**src/rtl/adder_pkg.sv**
```systemverilog
// Shared definitions for the adder result stage: default width, flag bit positions
// and the {sum, flags} result entry.
package adder_pkg;

    localparam int ADDER_WIDTH = 32;

    localparam int FLAG_N = 3;
    localparam int FLAG_Z = 2;
    localparam int FLAG_C = 1;
    localparam int FLAG_V = 0;

    typedef struct packed {
        logic [ADDER_WIDTH-1:0] sum;
        logic [3:0]             flags;
    } result_entry_t;

endpackage

```
**src/rtl/adder_flags.sv**
```systemverilog
// Combinational N/Z/C/V flag generation for one adder result.
module adder_flags
    import adder_pkg::*;
#(
    parameter int WIDTH = ADDER_WIDTH
) (
    input  logic [WIDTH-1:0] i_sum,
    input  logic             i_cout,
    input  logic             i_ovf,
    output logic [3:0]       o_flags
);

    always_comb begin
        o_flags         = '0;
        o_flags[FLAG_N] = i_sum[WIDTH-1];
        o_flags[FLAG_Z] = (i_sum == '0);
        o_flags[FLAG_C] = i_cout;
        o_flags[FLAG_V] = i_ovf;
    end

endmodule

```
**src/rtl/adder_result_stage.sv**
```systemverilog
// Two-entry skid FIFO holding {sum, flags} between the adder and its consumer.
// Optional sticky overflow flag is enabled by defining ADDER_RESULT_STICKY_OVF_EN.
module adder_result_stage
    import adder_pkg::*;
#(
    parameter int WIDTH = ADDER_WIDTH
) (
    input  logic             clk,
    input  logic             rst_n,
    input  logic             in_valid,
    output logic             in_ready,
    input  logic [WIDTH-1:0] in_sum,
    input  logic             in_cout,
    input  logic             in_ovf,
    output logic             out_valid,
    input  logic             out_ready,
    output logic [WIDTH-1:0] out_sum,
    output logic [3:0]       out_flags,
    output logic             ovf_sticky,
    input  logic             sticky_clr
);

    logic [WIDTH-1:0] r_sum   [2];
    logic [3:0]       r_flags [2];
    logic             r_wptr;
    logic             r_rptr;
    logic [1:0]       r_count;

    logic [3:0]       w_flags;
    logic             w_push;
    logic             w_pop;

    adder_flags #(.WIDTH(WIDTH)) u_flags (
        .i_sum   (in_sum),
        .i_cout  (in_cout),
        .i_ovf   (in_ovf),
        .o_flags (w_flags)
    );

    // Ready comes only from the registered count, so out_ready never reaches in_ready.
    assign in_ready  = (r_count != 2'd2);
    assign out_valid = (r_count != 2'd0);
    assign w_push    = in_valid && in_ready;
    assign w_pop     = out_valid && out_ready;

    assign out_sum   = r_sum[r_rptr];
    assign out_flags = r_flags[r_rptr];

    always_ff @(posedge clk or negedge rst_n) begin
        if (!rst_n) begin
            r_wptr  <= 1'b0;
            r_rptr  <= 1'b0;
            r_count <= 2'd0;
            for (int i = 0; i < 2; i++) begin
                r_sum[i]   <= '0;
                r_flags[i] <= '0;
            end
        end else begin
            if (w_push) begin
                r_sum[r_wptr]   <= in_sum;
                r_flags[r_wptr] <= w_flags;
                r_wptr          <= ~r_wptr;
            end
            if (w_pop) begin
                r_rptr <= ~r_rptr;
            end
            case ({w_push, w_pop})
                2'b10:   r_count <= r_count + 2'd1;
                2'b01:   r_count <= r_count - 2'd1;
                default: r_count <= r_count;
            endcase
        end
    end

`ifdef ADDER_RESULT_STICKY_OVF_EN
    logic r_ovf_sticky;

    // A popped overflow wins over a same-cycle clear so no event is lost.
    always_ff @(posedge clk or negedge rst_n) begin
        if (!rst_n) begin
            r_ovf_sticky <= 1'b0;
        end else if (w_pop && r_flags[r_rptr][FLAG_V]) begin
            r_ovf_sticky <= 1'b1;
        end else if (sticky_clr) begin
            r_ovf_sticky <= 1'b0;
        end
    end

    assign ovf_sticky = r_ovf_sticky;
`else
    logic w_unused_sticky_clr;

    assign w_unused_sticky_clr = sticky_clr;
    assign ovf_sticky          = 1'b0;
`endif

endmodule

```
**config.mk**
```make
export PLATFORM = sky130hd
export DESIGN_NAME = adder_result_stage
export DESIGN_NICKNAME = d
export VERILOG_FILES = /design/src/rtl/adder_pkg.sv /design/src/rtl/adder_flags.sv /design/src/rtl/adder_result_stage.sv
export SDC_FILE = /design/constraint.sdc
export NUM_CORES = 1
export LEC_CHECK = 0
export ABC_AREA = 1
export CAP_MARGIN = 20
export CORE_MARGIN = 1.5
export CORE_UTILIZATION = 30
export CTS_BUF_LIST = sky130_fd_sc_hd__clkbuf_8 sky130_fd_sc_hd__clkbuf_16
export DETAILED_ROUTE_END_ITERATION = 7
export GPL_ROUTABILITY_DRIVEN = 1
export GPL_TIMING_DRIVEN = 0
export MAX_ROUTING_LAYER = met4
export SYNTH_ARGS = -nofsm -noshare
export SYNTH_HDL_FRONTEND = slang
export SYNTH_HIERARCHICAL = 1
export SYNTH_SLANG_ARGS = --single-unit
```
**constraint.sdc**
```tcl
create_clock -name clk -period 1.6 [get_ports clk]
set_clock_uncertainty 0.2 [all_clocks]
set_input_delay 0.24 -clock clk [delete_from_list [all_inputs] [get_ports clk]]
set_output_delay 0.24 -clock clk [all_outputs]
set_load 0.01 [all_outputs]
```
==> results.md <==
- Core ar.: 12600 um2
- CTS H-tree depth: 3
- Final period util: 116%
- Post-DP Area: approximately 4800 um2
- Area Overhead vs Synth: 45.2%
- Average cell area after synthesis: approximately 7.8 um2
- Top cell type's share of synthesized area: slightly below 50%
- Die Height: around 120 um
- Fin area: between 5000 and 6000 um2
- Grt ovf: 0
- Count leader, synth: nand2_1
- Asr flop ratio synth: between 90% and 100%
- Worst r2r path cells: 10
- Post-DP HPWL: 7570 um
- Number of synthesized flops with an enable pin: 0
- Primary FF master, synth: dfrtp_1
- GRT Total Usage: between 10% and 20%
- Ranking of synthesized cells by area: dfrtp_1, nand2_1, nand4_1, buf_6, buf_4
- CP Launch Type: register
- Largest net degree at the start of global routing: 63
- Leakage: around 2.9 nW
- Max-cap violations: 0
- Max VDD drop: 0.749 mV
- Min Tclk post-route: about 1.9 ns
- Hold_ws: 0.130 ns
- Reg clk slew, reported paths: roughly 0.06 ns
- Post-Synthesis Cells: 498
- # rows: 41
- Num ports: slightly below 80
- Max FO, Critical Path: 5
- Port bufs: 73
- Slowest cell on crit path: dfrtp_1
- DRT iter0 DRCs: approximately 270
- CP most frequent cell: nand2_2
- Max clock buf depth: 2
- CTS Buf Count: 9
- Ratio of cells with drive above 1 in the final layout: between 20% and 30%
- HP Class: in -> async
- Post-DRT Antenna Nets: 0
- Max incr delay on CP: approximately 0.4 ns
- Residual DRC: 0
- R2r startpoint: r_count[0]
- Sequential share of the synthesized area: 49.2%
- Post-layout net count: between 600 and 700
- Starting Density: between 30% and 40%
- RR Endpoint: r_count[1]
- Post-synthesis net count: 538
- Setup violators final: 36
- Yosys warns: 6
- Arrival time worst endpoint: 1.42 ns
- Synth unique cells: 16
- N_diodes: 0
- RSZ-0062 raised after global routing: yes
- Status: complete, but fails checks
- Clock sink count: 76
- Reg2reg setup slack: roughly 0.04 ns
- Largest area contributor in the netlist: dfrtp_1
- PwrDens: around 2100 nW/um2
- Gpl congestion: around 0.77
- Crit path capture type: output pin
- Critical path required time: 1.16 ns
- Seq cells post-synth: 76
- Fin. Hold Viols: 0
- CTS tree: yes
- Filler cell count: around 1300
- Drt via density: between 4 and 5
- Post-synth top cells: nand2_1, dfrtp_1, nand4_1
- Vias in the first global route: about 3700
- Final Slew Violations: 0
- Initial antenna violation count: 0
- Crit-path cells: inv_4 -> buf_12 -> buf_8 -> clkbuf_16 -> nand2_2 -> nand2_2 -> buf_6
- WL final: about 12000 um
- WL per Instance: 14.8 um
- Clock Root Buffer: clkbuf_16
- Critical path class: reg -> out
- DIE AREA: about 14000 um2
- Pre-antenna DRT Iters: 5
- Failing checks: negative setup slack
- Worst setup margin: -0.262 ns
- Die Width: around 120 um
- Clk Latency, worst-skew pair: between 0.3 and 0.4 ns
- Mapped Area: between 3000 and 4000 um2
- Max Clock Freq: 537 MHz
- Total number of vias: 3777
- First-pass GRT wire length: between 15000 and 20000 um
[how the worst max path moves through the flow]
stage                        endpoint  cells after the start       start  slack (ns)
after floorplan            r_count[1]                      9  r_count[0]        0.03
after global placement      r_sum[15]                      1       rst_n       -2.69
after detailed placement  out_sum[30]                      5      r_rptr       -0.59
after CTS                 out_sum[15]                      7      r_rptr       -0.26
after global routing      out_sum[12]                      7      r_rptr       -0.32
final                     out_sum[12]                      7      r_rptr       -0.26
[logic make-up after synthesis]
logic type / Yosys count / synth area share, %
buf+inv: 47 / 8.32
xor+xnor: 1 / 0.227
other cells: 1 / 0.0970
fa+ha+maj: 1 / 0.324
simple gates: 372 / 41.8
flops: 76 / 49.2
[flip-flops by register name (all words and copies together) (netlist names)]
signal and count:
r_wptr 1, r_sum 64, r_flags 8, r_count 2, r_rptr 1
[cells in the final DEF, fill, tap and decap left out, types with 2 or more instances in the layout]
| cell type | count |
|---|---|
| clkbuf_16 | 12 |
| nand2_4 | 15 |
| buf_4 | 23 |
| dfrtp_1 | 76 |
| clkdlybuf4s50_1 | 33 |
| clkinv_2 | 2 |
| nand2_2 | 40 |
| nand3_4 | 2 |
| nand4_1 | 73 |
| nand2_1 | 219 |
| inv_2 | 5 |
| buf_8 | 4 |
| inv_1 | 2 |
| clkinvlp_4 | 2 |
| nand3_1 | 2 |
| nor2_1 | 21 |
| buf_6 | 38 |
| buf_2 | 27 |
| buf_16 | 2 |
| dlygate4sd3_1 | 3 |
[cell type report]
cell class | count | area (um2) | area share, %
sequential | 76 | 1900 | 33.9
multi-input combinational | 375 | 1860 | 33.1
timing repair buffer | 96 | 926 | 16.5
buffer | 39 | 389 | 6.93
clock buffer | 9 | 225 | 4.01
tap | 172 | 215 | 3.83
clock inverter | 7 | 67.6 | 1.20
inverter | 7 | 28.8 | 0.513
[metal layers]
metal  track usage [%]  part of all wire (%)  up-vias
met2              28.6                    46      142
met5                 -                     0        -
li1                  -                     -     1826
met1              24.7                    46     1792
met3              3.32                   6.2       17
met4              6.18                   1.7        0
[worst max-delay path, delay by kind of cell (launching register included)]
kind	cells	cell delay, ns
DFF	1	0.40
and+or+nand+nor	2	0.12
buffers and inverters	5	0.57
[metrics by stage]
| stage | setup TNS, ns | setup WS, ns | utilization [%] | cells | total power [W] |
|---|---|---|---|---|---|
| 6_report | -7.63 | -0.262 | 44.5 | 781 | 0.0117 |
| 3_5_place_dp | -29.31 | -0.589 | 38.3 | 744 | 0.00853 |
| 4_1_cts | -7.70 | -0.261 | 42.6 | 780 | 0.0111 |
| 2_1_floorplan | 0 | 0.0295 | - | 498 | 0.00623 |
| 5_1_grt | -9.77 | -0.319 | 44.5 | 781 | 0.0125 |
| 3_3_place_gp | -230.77 | -2.69 | 38.1 | 743 | 0.00842 |
[power breakdown]
group	internal, W	leakage, nW	switching [W]
registers	0.00282	0.946	0.000595
logic	0.00291	1.83	0.00336
clock network	0.00120	0.143	0.000815
total	0.00693	2.92	0.00477
[repair_timing]
item                                    in CTS  in global routing
pin swaps                                   20                 12
endpoints found under the setup margin      40                 43
hold endpoints to repair                    80                  0
hold buffers                                 3                  0
buffers inserted                            15                  2
cloned                                       2                  0
resized for setup                          217                 64
Note: power is estimated with default switching activity, not from simulation.
